===== config.mk =====
export PLATFORM = sky130hd
export DESIGN_NAME = mem_arbiter
export DESIGN_NICKNAME = d
export VERILOG_FILES = /design/src/rtl/mem_arbiter.sv
export SDC_FILE = /design/constraint.sdc
export NUM_CORES = 1
export LEC_CHECK = 0
export CAP_MARGIN = 5
export CORE_AREA = 2 2 242 244
export CTS_CLUSTER_SIZE = 30
export DETAILED_ROUTE_END_ITERATION = 6
export DIE_AREA = 0 0 244 246
export GPL_ROUTABILITY_DRIVEN = 1
export PLACE_DENSITY_LB_ADDON = 0.08
export SLEW_MARGIN = 20
export SYNTH_ARGS = -nofsm -noshare
export SYNTH_HDL_FRONTEND = slang
export SYNTH_SLANG_ARGS = --single-unit

===== constraint.sdc =====
create_clock -name clock -period 3.7 [get_ports clock]
set_clock_uncertainty 0.1 [all_clocks]
set_input_delay 0.37 -clock clock [delete_from_list [all_inputs] [get_ports clock]]
set_output_delay 0.37 -clock clock [all_outputs]
set_load 0.01 [all_outputs]

===== src/rtl/mem_arbiter.sv =====
// rtl/mem_arbiter.sv - two-client round-robin arbiter onto the single host memory port
// Grants in IDLE with zero latency, then steers one burst's data beats to the owner only.
module mem_arbiter #(
    parameter int MEM_LEN_BITS  = 8,
    parameter int MEM_ADDR_BITS = 64,
    parameter int MEM_DATA_BITS = 64
) (
    input  logic                     clock,
    input  logic                     reset,
    input  logic                     c0_req_valid,
    output logic                     c0_req_ready,
    input  logic                     c0_req_opcode,
    input  logic [MEM_LEN_BITS-1:0]  c0_req_len,
    input  logic [MEM_ADDR_BITS-1:0] c0_req_addr,
    input  logic                     c0_wr_valid,
    input  logic [MEM_DATA_BITS-1:0] c0_wr_bits,
    output logic                     c0_rd_valid,
    output logic [MEM_DATA_BITS-1:0] c0_rd_bits,
    input  logic                     c0_rd_ready,
    input  logic                     c1_req_valid,
    output logic                     c1_req_ready,
    input  logic                     c1_req_opcode,
    input  logic [MEM_LEN_BITS-1:0]  c1_req_len,
    input  logic [MEM_ADDR_BITS-1:0] c1_req_addr,
    input  logic                     c1_wr_valid,
    input  logic [MEM_DATA_BITS-1:0] c1_wr_bits,
    output logic                     c1_rd_valid,
    output logic [MEM_DATA_BITS-1:0] c1_rd_bits,
    input  logic                     c1_rd_ready,
    output logic                     mem_req_valid,
    output logic                     mem_req_opcode,
    output logic [MEM_LEN_BITS-1:0]  mem_req_len,
    output logic [MEM_ADDR_BITS-1:0] mem_req_addr,
    output logic                     mem_wr_valid,
    output logic [MEM_DATA_BITS-1:0] mem_wr_bits,
    input  logic                     mem_rd_valid,
    input  logic [MEM_DATA_BITS-1:0] mem_rd_bits,
    output logic                     mem_rd_ready,
    output logic                     busy,
    output logic                     owner
);

    typedef enum logic [1:0] {IDLE, READ, WRITE} state_t;

    state_t                  state_q, state_d;
    logic                    owner_q, owner_d;
    logic                    prio_q, prio_d;
    logic [MEM_LEN_BITS-1:0] cnt_q, cnt_d;
    logic [MEM_LEN_BITS-1:0] len_q, len_d;

    logic sel;
    logic req_any;
    logic beat;

    // With no contention the lone requester wins; otherwise prio decides.
    // sel stays 0 with no requests so the memory request fields follow client 0.
    assign sel     = (c0_req_valid && c1_req_valid) ? prio_q : c1_req_valid;
    assign req_any = reset && (c0_req_valid || c1_req_valid);

    assign mem_req_opcode = sel ? c1_req_opcode : c0_req_opcode;
    assign mem_req_len    = sel ? c1_req_len    : c0_req_len;
    assign mem_req_addr   = sel ? c1_req_addr   : c0_req_addr;
    assign mem_wr_bits    = owner_q ? c1_wr_bits : c0_wr_bits;
    assign c0_rd_bits     = mem_rd_bits;
    assign c1_rd_bits     = mem_rd_bits;
    assign busy           = (state_q != IDLE);
    assign owner          = owner_q;

    always_comb begin
        state_d       = state_q;
        owner_d       = owner_q;
        prio_d        = prio_q;
        cnt_d         = cnt_q;
        len_d         = len_q;
        mem_req_valid = 1'b0;
        c0_req_ready  = 1'b0;
        c1_req_ready  = 1'b0;
        mem_rd_ready  = 1'b0;
        c0_rd_valid   = 1'b0;
        c1_rd_valid   = 1'b0;
        mem_wr_valid  = 1'b0;
        beat          = 1'b0;
        case (state_q)
            IDLE: begin
                if (req_any) begin
                    mem_req_valid = 1'b1;
                    c0_req_ready  = !sel;
                    c1_req_ready  = sel;
                    owner_d       = sel;
                    len_d         = mem_req_len;
                    cnt_d         = '0;
                    state_d       = mem_req_opcode ? WRITE : READ;
                end
            end
            READ: begin
                // Ready comes only from the owner so there is no path from mem_rd_valid.
                mem_rd_ready = owner_q ? c1_rd_ready : c0_rd_ready;
                c0_rd_valid  = !owner_q && mem_rd_valid;
                c1_rd_valid  = owner_q && mem_rd_valid;
                beat         = mem_rd_valid && mem_rd_ready;
            end
            WRITE: begin
                mem_wr_valid = owner_q ? c1_wr_valid : c0_wr_valid;
                beat         = mem_wr_valid;
            end
            default: state_d = IDLE;
        endcase
        // Full-width compare: len of all-ones completes on the final beat, never on wrap.
        if (beat) begin
            if (cnt_q == len_q) begin
                state_d = IDLE;
                prio_d  = !owner_q;
            end else begin
                cnt_d = cnt_q + 1'b1;
            end
        end
    end

    always_ff @(posedge clock or negedge reset) begin
        if (!reset) begin
            state_q <= IDLE;
            owner_q <= 1'b0;
            prio_q  <= 1'b0;
            cnt_q   <= '0;
            len_q   <= '0;
        end else begin
            state_q <= state_d;
            owner_q <= owner_d;
            prio_q  <= prio_d;
            cnt_q   <= cnt_d;
            len_q   <= len_d;
        end
    end

endmodule


### Word level (Yosys, flattened, before mapping)

Index checks and enable logic that the tools add are counted.

* equality and inequality tests: 3
* multiply operators: 0
* bitwise operators: 0
* shift-type cells: 0
* reduce and logical (&&, ||, !) cells: 13
* $add $sub $neg: 1
* mux-type cells: 27
* $lt $le $gt $ge: 0
* div/mod/pow operators: 0

Operator list (count)
* $mux 64: 2
* $mux 8: 5
* $mux 1: 14
* $add 8x1->8 const B: 1
* $eq 8x8->1: 1
* $mux 2: 4
* $logic_and 1x1->1: 5
* $pmux 2 s2: 1
* $reduce_and 2->1: 2
* $eq 2x1->1 const B: 1
* $eq 2x2->1 const B: 1
* $logic_not 1->1: 2
* $logic_not 2->1: 1
* $pmux 1 s2: 1
* $reduce_bool 2->1: 1
* $reduce_or 2->1: 1
* $logic_or 1x1->1: 1

* output and inout bits: 274
* RAM bits: 0
* memories: 0
* word-level logic and storage cells: 49
* latch bits: 0
* memory bits (read-only): 0
* flip-flop bits (word level): 20
* input bits: 347

### Depth between registers and ports, before layout

Gate-level depths: netlist of the first run.

* depth in word-level cells: 8
* depth in mapped cells: 8
* depth with buffers taken out: 7

### Worst setup path after synthesis of the first run

No wires, ideal clock.

* path type: input to output
* start: input c0_req_valid
* end: output mem_req_addr[10]
* setup slack: 1.667 ns
* arrival time: 1.563 ns
* stages on the path: 5
* path buffers: 2
* required time: 3.230 ns
* path through: inv_1 > o21ai_0 > clkbuf_1 > buf_2 > mux2_2

* longest elaborated chain between the ends: 3

Ends and longest elaborated chain
* from (decl): RTL line 10 `input logic c0_req_valid,`
* $logic_and 1x1->1: RTL line 57 `assign sel = (c0_req_valid && c1_req_valid) ? prio_q : c1_req_valid;`
* $mux 1: RTL line 57
* $mux 64: RTL line 62 `assign mem_req_addr = sel ? c1_req_addr : c0_req_addr;`
* to (decl): RTL line 33 `output logic [MEM_ADDR_BITS-1:0] mem_req_addr,`

Every way passes these cells.

### Worst setup path after layout of the first run

* start: input c0_req_valid
* end: output mem_req_addr[9]

Same word-level chain as after synthesis.

==> metrics.log, run 1 <==
[metrics] result of the run: completed
[metrics] Total Negative Setup Slacks: 0 ps
[metrics] most frequent cell on the critical path: sky130_fd_sc_hd__clkdlybuf4s50_1
[metrics] top cell type's share of synthesized area: 41.89%
[metrics] most frequent cell after synthesis: sky130_fd_sc_hd__mux2_2
[metrics] Final HPWL DP: 20570 microns
[metrics] chain of cells forming the critical path: clkdlybuf4s50_1, inv_1, o21ai_4, buf_4, mux2_2, clkdlybuf4s50_1
[metrics] total global routing overflow: 0
[metrics] number of vias in the routed layout: 4011
[metrics] worst IR drop on VDD: 187.0 uV
[metrics] CTS clk-pin slew, worst paths: 60 ps
[metrics] ratio of cells with drive above 1 in the final layout: 21.98%
[metrics] synthesis-stage register bit count: 20
[metrics] initial core utilization: 6.467%
[metrics] Max Root-Sink Buffers: 2
[metrics] Register-to-Register Setup Slack: 1110 ps
[metrics] FFs w/ async S/R, synth: 100.0%
[metrics] DIE HEIGHT: 246 microns
[metrics] number of cells upsized or downsized after cts: 0
[metrics] Chip Width: 244 microns
[metrics] CTS Sinks: 20
[metrics] cell family with most CP delay: buffers and inverters
[metrics] htree depth: 1
[metrics] hold_ws: 397.5 ps
[metrics] final-report setup violation count: 0
[metrics] synth-to-layout area growth: 117.6%
[metrics] Reg2Reg Launch Point: owner
[metrics] Detail Route Antenna Nets: 0
[metrics] clock tree root buffer cell: sky130_fd_sc_hd__clkbuf_16
[metrics] Pleak: 0.002853 uW
[metrics] endpoint of the worst register-to-register path: cnt_q[5]
[metrics] standard-cell row count: 88
[metrics] sum of buffers and inverters on the critical path: 4
[metrics] Mean Syn Cell Area: 9.183 sq um
[metrics] Worst Path Max Fanout: 15
[metrics] post-synth design cell area: 3710 sq um
[metrics] Post CTS Setup Buffer Count: 0
[metrics] post-detailed-route via-to-cell ratio: 2.744
[metrics] Highest Clock Rate: 341.3 MHz
[metrics] number of global-route vias before repair: 4509
[metrics] critical path data required time: 3230 ps
[metrics] number of unique standard cell types used by synthesis: 34
[metrics] Ys Warns: 0
[metrics] TritonCTS clock tree: built
[metrics] remaining design rule violation count: 0
[metrics] Worst Path Class, Setup: input pin to output port
[metrics] top post-synthesis cells by count: sky130_fd_sc_hd__mux2_2 (138), sky130_fd_sc_hd__buf_4 (129), sky130_fd_sc_hd__nand2_1 (30)
[metrics] post-detailed-routing wire length: 23020 microns
[metrics] Worst-Skew Late Latency: 260 ps
[metrics] Cell Count, Final, Fillers Out: 1462
[metrics] Core Area: 57370 sq um
[metrics] Synth area leaders: sky130_fd_sc_hd__mux2_2 (42%), sky130_fd_sc_hd__buf_4 (26%), sky130_fd_sc_hd__dfrtp_1 (13%)
[metrics] Pins Over Slew Limit: 0
[metrics] critical path arrival: 2460 ps
[metrics] Setup crit end kind: output port
[metrics] Worst Setup EP: mem_req_addr[9]
[metrics] Synth Instances: 404
[metrics] Least-Margin Pin Slew: 645.3 ps
[metrics] worst relative slew slack: 56.98%
[metrics] MaxCap Viol Count: 0
[metrics] maximum number of pins on one net before global-route repair: 42
[metrics] Synth area leader: sky130_fd_sc_hd__mux2_2
[metrics] number of hold buffers added after cts: 0
[metrics] antenna violations before repair: 4
[metrics] I/O pin count: 621
[metrics] wire length of the first global-routing pass: 31510 microns
[metrics] Avg WL per Cell: 15.74 microns
[metrics] RSZ-0062 raised after global routing: no
[metrics] standard cell with the maximum stage delay on the critical path: sky130_fd_sc_hd__clkdlybuf4s50_1
[metrics] cell depth of the worst setup path: 6
[metrics] post-synthesis net count: 755
[metrics] DIE AREA: 60020 sq um
[metrics] sequential cell area fraction in the yosys report: 13.49%
[metrics] Worst Setup Start Kind: input pin
[metrics] Post-synth top flop: sky130_fd_sc_hd__dfrtp_1
[metrics] gpl congestion: 0.6578
[metrics] path category of the worst min-delay check: flop to flop
[metrics] Post-Layout Inst Area: 8071 sq um
[metrics] clock period minus final worst setup slack: 2930 ps
[metrics] number of buffers added by the clock tree synthesis step: 3
[metrics] share of the cycle needed by the critical path after routing: 79.19%
[metrics] count of input and output buffers: 428
[metrics] slowest stage delay, CP: 500 ps
[metrics] initial detailed-routing violation count: 74
[metrics] final hold violation count: 0
[metrics] power density over the cells: 347.1 nW/um^2
[metrics] GRT Total Usage: 7.095%
[metrics] placed cell count: 1457
[metrics] placed cell areas: 7990 sq um
[metrics] worst setup path startpoint: c0_req_valid
[metrics] Worst R2R Path Depth: 5
[metrics] number of flops mapped to enable cells by yosys: 0
[metrics] number of search-and-repair iterations in the first detailed-routing pass: 4
[metrics] number of nets at the end of the flow: 1048
==> worst min path at each step <==
stage,start,to,slack [ps],depth (start not counted)
final,len_q[4],len_q[4],400,2
after floorplan,reset,cnt_q[0],-30,0
after global placement,len_q[1],len_q[1],390,2
after CTS,len_q[4],len_q[4],410,2
after detailed placement,len_q[4],len_q[4],390,2
after global routing,len_q[1],len_q[1],430,2
==> metrics by stage <==
| step | util [%] | total power (uW) | worst slack [ps] |
|---|---|---|---|
| finish | 14.07 | 2802 | 769.9 |
| global route | 14.07 | 3003 | 653.4 |
| CTS | 14.07 | 2886 | 706.6 |
| detailed placement | 13.93 | 2628 | 710.8 |
| global placement | 13.93 | 2673 | 730.7 |
| floorplan | - | 1514 | 1667 |
==> tightest hold or removal path: cells and delay by family (launching register included) <==
kind | cells | cell delay (ps)
AND/OR/NAND/NOR | 2 | 110
flip-flops | 1 | 360
==> layout by cell type, fill, tap and decap left out, types with 2 or more instances in the layout <==
cell type,count
sky130_fd_sc_hd__and2_1,4
sky130_fd_sc_hd__nand2b_1,3
sky130_fd_sc_hd__nor3_1,3
sky130_fd_sc_hd__nor2b_1,4
sky130_fd_sc_hd__mux2i_1,4
sky130_fd_sc_hd__ha_1,4
sky130_fd_sc_hd__nand4_1,2
sky130_fd_sc_hd__nor2_1,5
sky130_fd_sc_hd__nand3_1,2
sky130_fd_sc_hd__xnor2_1,8
sky130_fd_sc_hd__clkdlybuf4s50_1,428
sky130_fd_sc_hd__buf_4,5
sky130_fd_sc_hd__a221o_1,3
sky130_fd_sc_hd__a21o_1,2
sky130_fd_sc_hd__and3_1,4
sky130_fd_sc_hd__mux2_2,138
sky130_fd_sc_hd__inv_1,6
sky130_fd_sc_hd__buf_12,2
sky130_fd_sc_hd__o211ai_1,2
sky130_fd_sc_hd__dfrtp_1,19
sky130_fd_sc_hd__nand2_1,30
sky130_fd_sc_hd__a21oi_1,2
sky130_fd_sc_hd__clkbuf_16,3
==> logic make-up (layout without fill, tap and decap cells) <==
| family | after synthesis | after routing | synth area share, % |
|---|---|---|---|
| other cells | 0 | 1 | 0 |
| fa+ha+maj | 4 | 4 | 1.349 |
| flops | 20 | 20 | 13.49 |
| simple gates | 59 | 59 | 7.453 |
| xor+xnor | 9 | 9 | 2.125 |
| compound gates | 17 | 17 | 3.609 |
| buf+inv | 153 | 445 | 29.01 |
| mux | 142 | 142 | 42.97 |
==> registers in the layout, summed over array words and instances (netlist names) <==
name	count
state_q	2
prio_q	1
cnt_q	8
len_q	8
owner	1
==> cell type report <==
type                            count  area (sq um)
Antenna cell                        1         2.502
Clock buffer                        4         78.83
Fill cell                        6524         49290
Inverter                            6         22.52
Multi-Input combinational cell    231          2145
Sequential cell                    20         504.2
Tap cell                          765         957.2
Timing Repair Buffer              435          4362
==> routing by layer <==
layer	part of all wire, %	global-route usage [%]
met4	1.3	1.471
met2	51	13.09
met5	0.17	0
met3	14	4.139
met1	33	6.793
==> where the power goes <==
part,switching (uW),internal (uW),total [uW]
logic,800,1320,2120
clock network,93.0,147,240
registers,156,290,446
No activity file was read; power rests on OpenSTA's default activity.
==> run 2: changes to the inputs <==
==> constraint.sdc (replaced) <==
create_clock -name clock -period 2.56 [get_ports clock]
set_clock_uncertainty 0.1 [all_clocks]
set_input_delay 0.256 -clock clock [delete_from_list [all_inputs] [get_ports clock]]
set_output_delay 0.256 -clock clock [all_outputs]
set_load 0.01 [all_outputs]
==> metrics.log, run 2 (synthesis gave the netlist of run 1 again) <==
[metrics] post-layout util: 14.64% (+0.57 points)
[metrics] chain of cells forming the critical path: clkdlybuf4s50_1, inv_1, o21ai_4, buf_4, buf_12, mux2_2, clkdlybuf4s50_1
[metrics] DIE HEIGHT: 246 microns (unchanged)
[metrics] Detail Route Antenna Nets: 0 (unchanged)
[metrics] I/O pin count: 621 (unchanged)
[metrics] htree depth: 1 (unchanged)
[metrics] result of the run: completed
[metrics] Avg WL per Cell: 15.80 microns (+0.34%)
[metrics] critical path data required time: 2200 ps (-1030 ps)
[metrics] path category of the worst min-delay check: input pin to async pin
[metrics] initial core utilization: 6.467% (unchanged)
[metrics] Reg2Reg Launch Point: state_q[1]
[metrics] share of the cycle needed by the critical path after routing: 98.61%
[metrics] number of antenna repair diodes: 0 (-1)
[metrics] wire length of the first global-routing pass: 31930 microns (+1.4%)
[metrics] Core Area: 57370 sq um (unchanged)
[metrics] Chip Width: 244 microns (unchanged)
[metrics] ratio of cells with drive above 1 in the final layout: 24.23% (+2.2 points)
[metrics] clock period minus final worst setup slack: 2524 ps
[metrics] number of search-and-repair iterations in the first detailed-routing pass: 4 (unchanged)
[metrics] number of hold buffers added after cts: 0 (unchanged)
[metrics] Highest Clock Rate: 396.1 MHz
[metrics] worst IR drop on VDD: 190.7 uV (+2.0%)
[metrics] post-detailed-routing wire length: 23360 microns (+1.5%)
[metrics] DIE AREA: 60020 sq um (unchanged)
[metrics] CTS clk-pin slew, worst paths: 70 ps (about the same)
[metrics] antenna violations before repair: 3 (-1)
[metrics] maximum number of pins on one net before global-route repair: 39 (-7.1%)
[metrics] standard-cell row count: 88 (unchanged)
[metrics] RSZ-0062 raised after global routing: yes
[metrics] Worst Setup Start Kind: input pin
[metrics] placed cell areas: 8188 sq um (+2.5%)
[metrics] Final HPWL DP: 21140 microns (+2.8%)
[metrics] Least-Margin Pin Slew: 336.4 ps (-308.9 ps)
[metrics] Setup crit end kind: output port
[metrics] critical path arrival: 2170 ps (-290 ps)
[metrics] synth-to-layout area growth: 126.4%
[metrics] MaxCap Viol Count: 0 (unchanged)
[metrics] Register-to-Register Setup Slack: 380 ps (-730 ps)
[metrics] worst setup path startpoint: c0_req_valid
[metrics] slowest stage delay, CP: 490 ps (about the same)
[metrics] total global routing overflow: 0 (unchanged)
[metrics] count of input and output buffers: 428 (unchanged)
[metrics] number of buffers added by the clock tree synthesis step: 3 (unchanged)
[metrics] Max Root-Sink Buffers: 2 (unchanged)
[metrics] Pleak: 0.003408 uW (+19%)
[metrics] worst relative slew slack: 77.58% (+21 points)
[metrics] number of nets at the end of the flow: 1066 (+1.7%)
[metrics] clock tree root buffer cell: sky130_fd_sc_hd__clkbuf_16
[metrics] final hold violation count: 0 (unchanged)
[metrics] standard cell with the maximum stage delay on the critical path: sky130_fd_sc_hd__clkdlybuf4s50_1
[metrics] registers with the highest flip-flop counts: cnt_q (8), len_q (8), state_q (2)
[metrics] Post-Layout Inst Area: 8398 sq um (+4.0%)
[metrics] Worst Path Class, Setup: input pin to output port
[metrics] most frequent cell on the critical path: sky130_fd_sc_hd__clkdlybuf4s50_1
[metrics] Worst-Skew Late Latency: 260 ps (about the same)
[metrics] final-report setup violation count: 0 (unchanged)
[metrics] GRT Total Usage: 7.229% (+0.13 points)
[metrics] power density over the cells: 497.0 nW/um^2 (+43%)
[metrics] Worst Path Max Fanout: 13 (-2)
[metrics] highest-count cells in the layout ignoring fill and taps: sky130_fd_sc_hd__clkdlybuf4s50_1 (379), sky130_fd_sc_hd__mux2_2 (138), sky130_fd_sc_hd__dlymetal6s2s_1 (47)
[metrics] CTS Sinks: 20 (unchanged)
[metrics] gpl congestion: 0.6798 (+3.3%)
[metrics] number of global-route vias before repair: 4656 (+3.3%)
[metrics] number of vias in the routed layout: 4041 (+0.75%)
[metrics] number of inserted filler cells in the final layout: 6475 (-0.75%)
[metrics] initial detailed-routing violation count: 73 (-1.4%)
[metrics] post-detailed-route via-to-cell ratio: 2.732 (-0.41%)
[metrics] most common cell after layout, fill and taps aside: sky130_fd_sc_hd__clkdlybuf4s50_1
[metrics] remaining design rule violation count: 0 (unchanged)
[metrics] TritonCTS clock tree: built
[metrics] Pins Over Slew Limit: 0 (unchanged)
==> run 2: cell types whose count changed in the layout (fill, tap and decap cells not counted), sizes merged <==
cell	before	now
buf	7	25
clkdlybuf4s50	428	379
diode	1	0
dlygate4sd2	0	2
dlymetal6s2s	0	47
==> run 2: what timing repair did <==
item / 4_1_cts / 5_1_grt
endpoints found under the setup margin: 3 / 68
setup buffers: 0 / 0
resized for setup: 3 / 48
==> run 2: final cells by class <==
type / instances / area [sq um] / share of cell area, %
inverter: 6 / 22.52 / 0.2682
tap: 765 / 957.2 / 11.40
timing repair buffer: 453 / 4678 / 55.71
clock buffer: 4 / 88.84 / 1.058
multi-input combinational: 231 / 2147 / 25.57
sequential: 20 / 504.2 / 6.004
==> run 2: stage by stage <==
stage               std cells  setup WS [ps]  TNS (ps)  hold WS (ps)  total power (uW)
floorplan                 404          580.3         0        -139.6              2188
global placement         1475         -38.66    -61.97         393.2              3984
detailed placement       1475         -13.72    -13.72         399.4              3937
CTS                      1479         0.6750         0         412.1              4345
global route             1479         -72.68    -882.5         412.0              4505
finish                   1479          35.57         0         412.0              4174
==> run 2: critical path, delay by kind of cell <==
kind                   cells  cell delay [ps]
multiplexers               1              350
AO/OA/AOI/OAI              1              170
buffers and inverters      5             1380
==> run 2: power breakdown <==
part / internal (uW) / total [uW] / switching, uW
clock network: 239 / 382 / 142
registers: 421 / 533 / 112
logic: 1980 / 3260 / 1280
==> run 2: final timing paths <==
| kind | cells after the start | endpoint |
|---|---|---|
| setup / recovery | 7 | mem_req_addr[22] |
| hold / removal | 2 | len_q[3] |
| setup reg to reg | 7 | cnt_q[5] |
| hold reg to reg | 2 | len_q[5] |
| max in group asynchronous | 2 | owner |
| min in group clock | 0 | c0_rd_bits[59] |
==> run 2: layer usage <==
metal | part of all wire (%) | GRT usage, % | up-vias | routed length (microns)
met5 | 0.12 | 0 | - | 27
li1 | - | - | 1879 | -
met3 | 15 | 4.368 | 23 | 3479
met4 | 1.4 | 1.417 | 4 | 319
met1 | 32 | 6.700 | 1778 | 7432
met2 | 52 | 13.54 | 357 | 12100
